===== src/rtl/snake_mover.sv =====
// snake_mover: snake game logic feeding the renderer.
// Holds four segment coordinates on a 64x64 cell grid. Each frame tick
// advances the snake one cell in the selected direction. Wall and self
// collisions are detected, and the block sequences idle, run and game-over.
//
// Ports
//   clk                  system clock (posedge)
//   rst_n                asynchronous active-low reset (reloads start image)
//   tick                 one-cycle frame-step strobe
//   btn_up/down/left/right  debounced direction levels (up > down > left > right)
//   pause                freezes stepping while running
//   Px1..Px4, Py1..Py4   segment coordinates, 1 = head, 4 = tail
//   AllBlack             high while in game-over (screen blanked)
//   alive                high while running
//
// Build option
//   SNAKE_WRAP_EN        when defined, the grid edges wrap and only self
//                        collision ends the game. When undefined, stepping off
//                        any edge is lethal.
//
// state  | meaning
// -------+----------------------------------------------------------
// S_IDLE | start image shown, waiting for any button
// S_RUN  | stepping one cell per unpaused tick
// S_DEAD | frozen and blanked; leaves after DEAD_TICKS ticks

module snake_mover #(
    parameter int unsigned START_X    = 32,
    parameter int unsigned START_Y    = 32,
    parameter int unsigned DEAD_TICKS = 8
) (
    input  logic       clk,
    input  logic       rst_n,
    input  logic       tick,
    input  logic       btn_up,
    input  logic       btn_down,
    input  logic       btn_left,
    input  logic       btn_right,
    input  logic       pause,
    output logic [5:0] Px1,
    output logic [5:0] Px2,
    output logic [5:0] Px3,
    output logic [5:0] Px4,
    output logic [5:0] Py1,
    output logic [5:0] Py2,
    output logic [5:0] Py3,
    output logic [5:0] Py4,
    output logic       AllBlack,
    output logic       alive
);

    typedef enum logic [1:0] {S_IDLE, S_RUN, S_DEAD} state_t;
    typedef enum logic [1:0] {DIR_UP, DIR_DOWN, DIR_LEFT, DIR_RIGHT} dir_t;

    localparam int CNT_W = (DEAD_TICKS > 1) ? $clog2(DEAD_TICKS) : 1;
    localparam logic [CNT_W-1:0] CNT_LAST = CNT_W'(DEAD_TICKS - 1);

    localparam logic [5:0] SX = START_X[5:0];
    localparam logic [5:0] SY = START_Y[5:0];
    // Index 0 is the head; the body trails to the left of the head.
    localparam logic [3:0][5:0] INIT_X = {SX - 6'd3, SX - 6'd2, SX - 6'd1, SX};
    localparam logic [3:0][5:0] INIT_Y = {SY, SY, SY, SY};

    state_t           state_q, state_d;
    dir_t             cur_dir_q, cur_dir_d;
    dir_t             next_dir_q, next_dir_d;
    logic [3:0][5:0]  xs_q, xs_d;
    logic [3:0][5:0]  ys_q, ys_d;
    logic [CNT_W-1:0] cnt_q, cnt_d;

    logic       press_vld;
    dir_t       press_dir;
    dir_t       ref_dir;
    logic [5:0] cand_x, cand_y;
    logic       self_hit, collide, step_go, step_ok;

    function automatic dir_t reverse_dir(input dir_t d);
        case (d)
            DIR_UP:   return DIR_DOWN;
            DIR_DOWN: return DIR_UP;
            DIR_LEFT: return DIR_RIGHT;
            default:  return DIR_LEFT;
        endcase
    endfunction

    always_comb begin
        press_vld = btn_up | btn_down | btn_left | btn_right;
        if (btn_up)        press_dir = DIR_UP;
        else if (btn_down) press_dir = DIR_DOWN;
        else if (btn_left) press_dir = DIR_LEFT;
        else               press_dir = DIR_RIGHT;
    end

    always_comb begin
        cand_x = xs_q[0];
        cand_y = ys_q[0];
        case (next_dir_q)
            DIR_UP:   cand_y = ys_q[0] - 6'd1;
            DIR_DOWN: cand_y = ys_q[0] + 6'd1;
            DIR_LEFT: cand_x = xs_q[0] - 6'd1;
            default:  cand_x = xs_q[0] + 6'd1;
        endcase
    end

    // The tail cell is vacated by the same step, so only seg2/seg3 count.
    assign self_hit = ((cand_x == xs_q[1]) && (cand_y == ys_q[1])) ||
                      ((cand_x == xs_q[2]) && (cand_y == ys_q[2]));

`ifdef SNAKE_WRAP_EN
    assign collide = self_hit;
`else
    logic wall_hit;
    always_comb begin
        wall_hit = 1'b0;
        case (next_dir_q)
            DIR_UP:   wall_hit = (ys_q[0] == 6'd0);
            DIR_DOWN: wall_hit = (ys_q[0] == 6'd63);
            DIR_LEFT: wall_hit = (xs_q[0] == 6'd0);
            default:  wall_hit = (xs_q[0] == 6'd63);
        endcase
    end
    assign collide = self_hit | wall_hit;
`endif

    assign step_go = (state_q == S_RUN) && tick && !pause;
    assign step_ok = step_go && !collide;
    // On a stepping cycle the pending direction becomes current, so a press
    // is checked against the direction the snake is about to travel.
    assign ref_dir = step_ok ? next_dir_q : cur_dir_q;

    always_comb begin
        state_d    = state_q;
        cur_dir_d  = cur_dir_q;
        next_dir_d = next_dir_q;
        xs_d       = xs_q;
        ys_d       = ys_q;
        cnt_d      = cnt_q;

        if (press_vld && (press_dir != reverse_dir(ref_dir))) begin
            next_dir_d = press_dir;
        end

        case (state_q)
            S_IDLE: begin
                if (press_vld) state_d = S_RUN;
            end
            S_RUN: begin
                if (step_go) begin
                    if (collide) begin
                        state_d = S_DEAD;
                        cnt_d   = '0;
                    end else begin
                        xs_d      = {xs_q[2:0], cand_x};
                        ys_d      = {ys_q[2:0], cand_y};
                        cur_dir_d = next_dir_q;
                    end
                end
            end
            S_DEAD: begin
                if (tick) begin
                    if (cnt_q == CNT_LAST) begin
                        state_d    = S_IDLE;
                        xs_d       = INIT_X;
                        ys_d       = INIT_Y;
                        cur_dir_d  = DIR_RIGHT;
                        next_dir_d = DIR_RIGHT;
                        cnt_d      = '0;
                    end else begin
                        cnt_d = cnt_q + 1'b1;
                    end
                end
            end
            default: state_d = S_IDLE;
        endcase
    end

    always_ff @(posedge clk or negedge rst_n) begin
        if (!rst_n) begin
            state_q    <= S_IDLE;
            cur_dir_q  <= DIR_RIGHT;
            next_dir_q <= DIR_RIGHT;
            xs_q       <= INIT_X;
            ys_q       <= INIT_Y;
            cnt_q      <= '0;
        end else begin
            state_q    <= state_d;
            cur_dir_q  <= cur_dir_d;
            next_dir_q <= next_dir_d;
            xs_q       <= xs_d;
            ys_q       <= ys_d;
            cnt_q      <= cnt_d;
        end
    end

    assign Px1 = xs_q[0];
    assign Px2 = xs_q[1];
    assign Px3 = xs_q[2];
    assign Px4 = xs_q[3];
    assign Py1 = ys_q[0];
    assign Py2 = ys_q[1];
    assign Py3 = ys_q[2];
    assign Py4 = ys_q[3];
    assign AllBlack = (state_q == S_DEAD);
    assign alive    = (state_q == S_RUN);

endmodule


===== config.mk =====
export PLATFORM = sky130hd
export DESIGN_NAME = snake_mover
export DESIGN_NICKNAME = d
export VERILOG_FILES = /design/src/rtl/snake_mover.sv
export SDC_FILE = /design/constraint.sdc
export NUM_CORES = 1
export LEC_CHECK = 0
export CAP_MARGIN = 0
export CORE_ASPECT_RATIO = 0.6
export CORE_UTILIZATION = 49
export CTS_CLUSTER_SIZE = 24
export DETAILED_ROUTE_END_ITERATION = 10
export MAX_ROUTING_LAYER = met4
export PLACE_DENSITY = 0.74
export SYNTH_ARGS = -nofsm -noshare
export SYNTH_HDL_FRONTEND = slang
export SYNTH_SLANG_ARGS = --single-unit

===== constraint.sdc =====
create_clock -name clk -period 7.48 [get_ports clk]
set_input_delay 1.496 -clock clk [delete_from_list [all_inputs] [get_ports clk]]
set_output_delay 1.496 -clock clk [all_outputs]
set_load 0.02 [all_outputs]

Yosys cells after proc, flatten, opt, wreduce, memory -nomap -nowiden
Cells that the tools add are included.
{ "word_totals": {"register_bits": 57, "in_bits": 8} }
{ "classes": {"bitwise": 4, "eq_ne": 20, "mux": 38, "reduce_logical": 19, "n_addsub": 5} }
{ "ops": {"columns": ["cell", "n"], "rows": [
  ["$mux 24", 8],
  ["$pmux 24 s2", 2],
  ["$mux 2", 16],
  ["$eq 6x6->1", 4],
  ["$pmux 6 s2", 2],
  ["$add 6x1->6 const B", 2],
  ["$eq 6x6->1 const B", 2],
  ["$logic_not 6->1", 2],
  ["$mux 3", 4],
  ["$pmux 2 s3", 2],
  ["$sub 6x1->6 const B", 2],
  ["$reduce_and 5->1", 2],
  ["$eq 2x1->1 const B", 3],
  ["$eq 2x2->1 const B", 3],
  ["$logic_and 1x1->1", 6],
  ["$logic_not 2->1", 3],
  ["$ne 2x1->1 const B", 3],
  ["$ne 2x2->1 const B", 3],
  ["$pmux 3 s2", 1],
  ["$or 1x1->1", 4],
  ["$pmux 2 s2", 1],
  ["$reduce_and 4->1", 1],
  ["$add 3x1->3 const B", 1],
  ["$eq 3x3->1 const B", 1],
  ["other kinds (7)", 8]
]} }

Depth between registers and ports, before layout
Gate-level depths: netlist (run 1).
{ "logic_depth": {"word_depth": 18, "depth_mapped": 16, "mapped_depth_nobuf": 12} }

Worst setup path before layout (run 1)
No wires, ideal clock.
{ "synth_path": {"path_kind": "register to register", "start": "reg next_dir_q[0]", "end": "reg next_dir_q[1]", "slack_ns": 3.858, "t_required_ns": 7.399, "stages_incl_launch_ff": 14, "synth_period_minus_slack_ns": 3.622, "t_arrival_ns": 3.542, "cell_sequence": "dfstp_2 -> nor2b_1 -> inv_1 -> ha_1 -> o21ai_0 -> or4bb_1 -> a31oi_1 -> o211ai_1 -> or4_1 -> buf_2 -> nand3_4 -> mux2i_1 -> mux2_4 -> a32oi_1"} }
{ "synth_between": {"elab_chain_len": 18} }
{ "synth_lines": {"columns": ["item", "line_no", "source"], "rows": [
  ["from (decl)", "66", "dir_t next_dir_q, next_dir_d;"],
  ["from (signal assigned)", "188", "next_dir_q <= next_dir_d;"],
  ["$eq 2x1->1 / $logic_not 2->1 (equally long branches)", "97, 115", null],
  ["$reduce_or 2->1 (no source line)", null, null],
  ["$pmux 6 s2", "97", "case (next_dir_q)"],
  ["$eq 6x6->1 (on tied branches)", "106, 107", null],
  ["$logic_and 1x1->1 (on tied branches)", "106, 107", null],
  ["$logic_or 1x1->1", "106", "assign self_hit = ((cand_x == xs_q[1]) && (cand_y == ys_q[1])) ||"],
  ["$or 1x1->1", "122", "assign collide = self_hit | wall_hit;"],
  ["$logic_not 1->1", "126", "assign step_ok = step_go && !collide;"],
  ["[... 3 more ...]", null, null],
  ["$pmux 2 s3 *", "78", "case (d)"],
  ["$ne 2x2->1 *", "139", "if (press_vld && (press_dir != reverse_dir(ref_dir))) begin"],
  ["$logic_and 1x1->1 *", "139", null],
  ["$mux 2 *", "139", null],
  ["$mux 2", "161", "if (cnt_q == CNT_LAST) begin"],
  ["$mux 2", "160", "if (tick) begin"],
  ["$mux 2 *", "143", "case (state_q)"],
  ["via next_dir_d[1]", "66", null]
]} }
Mark *: on every way through the listed nets, which the timed path passes. The rest lies on a longest branch.
A chain may end at the register's enable or synchronous reset.

Worst setup path after layout (run 1)
Same ends and word-level chain as after synthesis.

==> results of run 1 <==
-- layer usage --
metal / global-route usage (%) / share of wire [%] / wire length, µm
met1: 37.7 / 50 / 4580
met3: 8.80 / 6.8 / 621
met5: - / 0 / 0
met2: 36.9 / 42 / 3820
met4: 7.60 / 0.94 / 86
-- final cells by class --
class                           count  area, µm²
Fill cell                         571       2420
Multi-Input combinational cell    257       1890
Sequential cell                    57       1450
Timing Repair Buffer               59        581
Clock buffer                       11        243
Tap cell                           87        109
Clock inverter                      5       55.1
Inverter                           12       45.0
-- critical path, stage by stage (launching register included) --
cell      delay [ps]
dfstp_2          760
nor2b_1          280
inv_1            160
ha_1             400
o21ai_0          130
or4bb_1          570
a31oi_1          200
o211ai_1         100
or4_1            670
nand3_4          390
mux2i_1          280
mux2_4           320
a32oi_1          230
-- where the power goes --
group	switching [mW]	internal [mW]
combinational	0.661	0.621
sequential	0.244	0.485
clock	0.147	0.265
total	1.05	1.37
-- logic make-up (layout without fill, tap and decap cells) --
group	Yosys count	after routing	share of synthesized area, %
flops	57	57	41.4
buf+inv	39	87	4.92
mux	10	10	3.03
compound gates	110	110	23.0
simple gates	103	103	17.0
xor+xnor	26	26	7.66
fa+ha+maj	8	8	3.06
-- worst max path at each step --
| stage | endpoint | startpoint | cells past startpoint | slack [ps] |
|---|---|---|---|---|
| final | next_dir_q[1]$_DFF_PN1_ | next_dir_q[0]$_DFF_PN1_ | 12 | 2890 |
| after global routing | next_dir_q[1]$_DFF_PN1_ | next_dir_q[0]$_DFF_PN1_ | 12 | 2560 |
| after CTS | next_dir_q[1]$_DFF_PN1_ | next_dir_q[0]$_DFF_PN1_ | 12 | 2940 |
| after detailed placement | next_dir_q[1]$_DFF_PN1_ | next_dir_q[0]$_DFF_PN1_ | 12 | 2960 |
| after global placement | next_dir_q[1]$_DFF_PN1_ | next_dir_q[0]$_DFF_PN1_ | 12 | 3130 |
| after floorplan | next_dir_q[1]$_DFF_PN1_ | next_dir_q[0]$_DFF_PN1_ | 13 | 3860 |
-- cell usage after synthesis (2+ instances only) --
cell,instances
a211oi_1,4
a21o_1,6
a21oi_1,20
a221oi_1,3
a22o_1,17
a31oi_1,3
a32o_1,3
and3_1,7
and4_1,4
buf_1,3
buf_2,18
clkbuf_1,5
dfrtp_1,35
dfstp_2,22
ha_1,7
inv_1,12
mux2i_1,8
nand2_1,23
nand2b_1,2
nand3_1,5
nand4_1,7
nor2_1,17
nor2b_1,6
nor3_1,7
nor3b_1,6
nor4_1,5
nor4b_1,2
o211ai_1,2
o21a_1,2
o21ai_0,16
o22a_1,15
o22ai_1,3
o31ai_1,2
or3_1,2
or4_1,3
xnor2_1,12
xnor3_1,3
xor2_1,11
-- cells in the final DEF (no fill, tap or decap), types with 5 or more instances in the layout --
cell,netlist,final
a21o_1,6,6
mux2i_1,8,8
and3_1,7,7
dfrtp_1,35,35
dfstp_2,22,22
o21ai_0,16,16
nor3_1,7,7
a21oi_1,20,20
o22a_1,15,15
ha_1,7,7
nor2b_1,6,6
nor3b_1,6,6
inv_1,12,12
nand3_1,5,5
clkdlybuf4s50_1,0,56
nand2_1,23,23
xor2_1,11,11
nand4_1,7,7
clkbuf_16,0,9
xnor2_1,12,12
nor4_1,5,5
a22o_1,17,17
nor2_1,17,17
-- state kept, by name, indices dropped and copies added, names as in the netlist, 6 cells and up --
register / flops
Px1: 6
Px2: 6
Px3: 6
Px4: 6
Py1: 6
Py2: 6
Py3: 6
Py4: 6
==> summary.txt, run 1 <==
Outcome
  • Status: finished, violations left
  • Failing checks: DRC

Yosys
  • Largest area contributor in the netlist: dfrtp_1
  • Distinct cells, synth: 63
  • Sequential fraction of the synthesis area: 41.4%
  • Largest cells by area after synthesis: dfrtp_1 25%, dfstp_2 16%, a22o_1 4.2%
  • Number of synthesized register bits: 57
  • Post-synthesis cell area: 3510 µm²
  • Prevailing post-synth register cell: dfrtp_1
  • Synth top area share: 24.9%
  • Post-synthesis cell count: 353
  • Syn nets: 369
  • Ys async rst share: 100%
  • Average cell area after synthesis: 9.95 µm²
  • EDFF count, synth: 0
  • Yosys warns: 0

Global routing
  • Pin count of the biggest net entering global routing: 58
  • Initial antenna violation count: 0
  • First-pass GRT wire length: 14900 µm
  • GRT Total Usage: 27.0%
  • Vias in the first global route: 2828
  • Remaining global-route overflow: 0

Place
  • DP HPWL: 6060 µm
  • Final GP Congestion: 0.834
  • IO Port Bufs: 57
  • Placed instance area: 4070 µm²
  • Pre-CTS WS: 2960 ps
  • Placed cells: 472

Clocking
  • Root Buffer Master: clkbuf_16
  • CTS Hold Bufs: 0
  • Clk Latency, worst-skew pair: 340 ps
  • CTS buffer count: 9
  • Max Root-Sink Buffers: 2
  • # H-tree levels: 3
  • CTS tree: built
  • Clock sinks: 57
  • # Post-CTS Setup Buffers: 0
  • Reg clk slew, reported paths: 50 ps
  • # resized after CTS: 0

Power
  • Worst VDD drop: 0.262 mV
  • Leak: 1.83 nW
  • Pwr dens: 554 nW/µm²
  • Total power: 2.42 mW

Setup path
  • Crit path capture type: flop
  • Worst reg2reg path endpoint: next_dir_q[1]$_DFF_PN1_
  • R2R depth: 12
  • CP arrival: 4840 ps
  • Crit path max fanout: 32
  • Worst Setup Start Kind: flop
  • Reg2Reg Setup Slack: 2890 ps
  • Required @ worst endpoint: 7720 ps
  • RR Startpoint: next_dir_q[0]$_DFF_PN1_
  • Crit path kind: reg -> reg

Route
  • ANT nets after route: 0
  • DRC Markers: 2
  • Wire per inst: 18.7 µm
  • Drt pass-1 iters: 8
  • Total number of vias: 2998
  • Total Routed Length: 9100 µm
  • Via density: 6.14
  • Starting DRT DRC Count: 286

Final layout
  • NumNets Final: 412
  • Finished Core Util: 64.4%
  • Layout cell share with drive strength beyond 1: 12.5%
  • Number of diodes: 0
  • Fin area: 4370 µm²
  • Post-route insts no fill: 488
  • Area grow syn2layout: 24.5%

STA
  • Tcrit/Tclk final: 61.4%
  • FMAX: 0.218 GHz
  • RSZ-0062 raised after global routing: no
  • Worst Hold Slack: 452 ps
  • Max Clock Skew: 7.23 ps
  • Final number of setup-violating endpoints: 0
  • Final WS setup: 2890 ps
  • Fin. Hold Viols: 0
  • Pins over their slew limit: 0
  • Slew @ Worst Pin: 718 ps
  • Fin crit period: 4590 ps
  • Setup TNS: 0 ps
  • Max_slew headroom: 52.1%

Floorplan
  • Die ar.: 7520 µm²
  • Core ar.: 6790 µm²
  • FP Rows: 23
  • Die Y: 67.6 µm
  • Initial core utilization: 51.7%
  • Io pins: 58
  • Die X: 111 µm

Hold path
  • Hold Path Depth: 1
  • Hold Path Class: reg -> reg
  • Worst Hold Path EP: state_q[0]$_DFFE_PN0P_
  • Hold Crit Start: state_q[1]$_DFFE_PN0P_

Job
  • MaxCap Viol Count: 0
No activity file was read; power rests on OpenSTA's default activity.
==> run 2: changes to the inputs <==
--- a/config.mk
+++ b/config.mk
@@ -11,7 +11,7 @@
 export CTS_CLUSTER_SIZE = 24
 export DETAILED_ROUTE_END_ITERATION = 10
 export MAX_ROUTING_LAYER = met4
-export PLACE_DENSITY = 0.74
+export PLACE_DENSITY = 0.77
 export SYNTH_ARGS = -nofsm -noshare
 export SYNTH_HDL_FRONTEND = slang
 export SYNTH_SLANG_ARGS = --single-unit
==> constraint.sdc (replaced) <==
create_clock -name clk -period 3.7 [get_ports clk]
set_input_delay 0.74 -clock clk [delete_from_list [all_inputs] [get_ports clk]]
set_output_delay 0.74 -clock clk [all_outputs]
set_load 0.02 [all_outputs]
==> summary.txt, run 2 (same netlist as run 1, synthesis figures left out) <==
Final layout
  • Finished Core Util: 70.2% (+5.8 points)
  • Most common cell after layout, fill and taps aside: clkdlybuf4s50_1
  • Most frequent cells in the layout: 56 x clkdlybuf4s50_1, 35 x dfrtp_1, 26 x buf_4, 23 x nand2_1, 22 x dfstp_2
  • Layout cell share with drive strength beyond 1: 22.4% (+10 points)
  • NumNets Final: 439 (+6.6%)
  • Area grow syn2layout: 35.7%
  • # fillers: 501 (-12%)
  • Number of diodes: 0 (unchanged)
  • Post-route insts no fill: 515 (+5.5%)
  • Fin area: 4760 µm² (+9.0%)

Floorplan
  • Die Y: 67.6 µm (unchanged)
  • Initial core utilization: 51.7% (unchanged)
  • Die X: 111 µm (unchanged)
  • Io pins: 58 (unchanged)
  • Core ar.: 6790 µm² (unchanged)
  • FP Rows: 23 (unchanged)
  • Die ar.: 7520 µm² (unchanged)

STA
  • Slew @ Worst Pin: 727 ps (+9.22 ps)
  • Final number of setup-violating endpoints: 0 (unchanged)
  • RSZ-0062 raised after global routing: no
  • Fin crit period: 3600 ps (-994 ps)
  • Tcrit/Tclk final: 97.3% (+36 points)
  • FMAX: 0.278 GHz (+28%)
  • Setup TNS: 0 ps (unchanged)
  • Max_slew headroom: 51.5% (-0.61 points)
  • Pins over their slew limit: 0 (unchanged)
  • Fin. Hold Viols: 0 (unchanged)
  • Max Clock Skew: 10.1 ps (+2.91 ps)

Route
  • ANT nets after route: 0 (unchanged)
  • Wire per inst: 19.7 µm (+5.7%)
  • Total number of vias: 3208 (+7.0%)
  • Drt pass-1 iters: 7 (-1)
  • DRC Markers: 2 (unchanged)
  • Total Routed Length: 10200 µm (+12%)
  • Starting DRT DRC Count: 321 (+12%)
  • Via density: 6.23 (+1.4%)

Setup path
  • RR Startpoint: next_dir_q[0]$_DFF_PN1_
  • Worst Setup Start Kind: flop
  • Worst reg2reg path endpoint: next_dir_q[1]$_DFF_PN1_
  • CP max stage delay: 580 ps (-180 ps)
  • Crit path max fanout: 21 (-34%)
  • CP arrival: 3850 ps (-990 ps)
  • Crit path capture type: flop
  • Crit-path slowest cell: or4_4
  • Crit path kind: reg -> reg
  • Required @ worst endpoint: 3950 ps (-3770 ps)
  • R2R depth: 13 (+1)
  • Reg2Reg Setup Slack: 100 ps (-2790 ps)
  • CP Cell Sequence: buf_4 -> nor2b_2 -> xor2_1 -> ha_1 -> and3_1 -> a21o_1 -> xnor2_1 -> nand4_1 -> or4_4 -> nand3_4 -> mux2i_2 -> mux2_4 -> a32oi_2

Power
  • Net Sw Frac: 42.1% (-1.3 points)
  • Logic pwr share: 58.4% (+5.5 points)
  • Worst VDD drop: 0.563 mV (+120%)
  • Sequential share of power: 24.6% (-5.5 points)
  • Pwr dens: 1150 nW/µm² (+110%)
  • Net Sw Power: 2.30 mW (+120%)
  • Total power: 5.46 mW (+130%)
  • Leak: 2.01 nW (+9.9%)
  • Clock share of power: 17.0% (about the same)
  • Int Power: 3.16 mW (+130%)

Clocking
  • Root Buffer Master: clkbuf_16
  • Clock sinks: 57 (unchanged)
  • Clk Latency, worst-skew pair: 340 ps (about the same)
  • Max Root-Sink Buffers: 2 (unchanged)
  • Reg clk slew, reported paths: 50 ps (about the same)
  • CTS buffer count: 9 (unchanged)
  • # H-tree levels: 3 (unchanged)
  • CTS tree: built

Outcome
  • Failing checks: DRC
  • Status: finished, violations left

Place
  • Placed cells: 495 (+4.9%)
  • Final GP Congestion: 0.930 (+12%)
  • IO Port Bufs: 57 (unchanged)
  • DP HPWL: 6750 µm (+11%)
  • Placed instance area: 4270 µm² (+4.9%)

Global routing
  • Initial antenna violation count: 0 (unchanged)
  • GRT Total Usage: 28.6% (+1.7 points)
  • Vias in the first global route: 2961 (+4.7%)
  • Pin count of the biggest net entering global routing: 31 (-47%)
  • Remaining global-route overflow: 0 (unchanged)
  • First-pass GRT wire length: 15600 µm (+4.7%)

Job
  • MaxCap Viol Count: 0 (unchanged)

Hold path
  • Hold Path Class: in -> async
[run 2: cell count changes in the layout (fill, tap and decap cells not counted), sizes merged]
cell,previous run,this run
buf,3,30
bufinv,1,2
clkbuf,11,14
clkinv,2,0
clkinvlp,2,0
[run 2: worst max path at each step]
stage                             from                      end  cells past startpoint
6_report       next_dir_q[0]$_DFF_PN1_  next_dir_q[1]$_DFF_PN1_                     13
5_1_grt        next_dir_q[0]$_DFF_PN1_       Px1[4]$_DFFE_PN0P_                     15
4_1_cts        next_dir_q[0]$_DFF_PN1_  next_dir_q[1]$_DFF_PN1_                     12
3_5_place_dp   next_dir_q[0]$_DFF_PN1_  next_dir_q[1]$_DFF_PN1_                     12
3_3_place_gp   next_dir_q[0]$_DFF_PN1_  next_dir_q[1]$_DFF_PN1_                     14
2_1_floorplan  next_dir_q[0]$_DFF_PN1_  next_dir_q[1]$_DFF_PN1_                     13
[run 2: critical path: cells and delay by family (launching register included)]
kind / cells / cell delay (ps)
AND/OR/NAND/NOR: 5 / 1140
multiplexers: 2 / 580
flip-flops: 1 / 530
AO/OA/AOI/OAI: 2 / 410
XOR/XNOR: 2 / 380
buffers and inverters: 1 / 250
adder cells (fa/ha/maj): 1 / 220
[run 2: final cells by class]
| class | instances | area [µm²] | area share (%) |
|---|---|---|---|
| clock buffer | 14 | 274 | 5.75 |
| clock inverter | 2 | 60.1 | 1.26 |
| inverter | 12 | 45.0 | 0.945 |
| multi-input combinational | 257 | 2010 | 42.2 |
| sequential | 57 | 1450 | 30.5 |
| tap | 87 | 109 | 2.28 |
| timing repair buffer | 86 | 812 | 17.0 |
[run 2: metal layers]
layer	vias up	track usage, %	share of wire, %
met5	-	-	0
met4	0	6.42	1.6
met3	20	9.61	9.0
met2	159	39.5	42
met1	1563	40.2	48
li1	1466	-	-
[run 2: power by group through the flow]
stage | Combinational, mW | Clock [mW] | Sequential [mW]
2_1_floorplan | 1.62 | 0 | 1.51
3_3_place_gp | 2.87 | 0 | 1.31
3_5_place_dp | 2.91 | 0 | 1.32
4_1_cts | 2.97 | 0.941 | 1.33
5_1_grt | 3.38 | 0.968 | 1.39
6_report | 3.19 | 0.926 | 1.34
[run 2: what timing repair did]
action / CTS / global route
pin swaps: 1 / 7
hold buffers: 0 / 0
gates resized for setup: 5 / 20
setup endpoints to repair: 52 / 49
hold endpoints to repair: 0 / 0
setup buffers: 1 / 3
[run 2: metrics by stage]
| stage | setup slack, ps | hold slack [ps] |
|---|---|---|
| after floorplan | 77.8 | 416 |
| after global placement | 51.9 | 425 |
| after detailed placement | -174 | 440 |
| after CTS | 49.1 | 455 |
| after global routing | 8.49 | 499 |
| final | 99.5 | 463 |
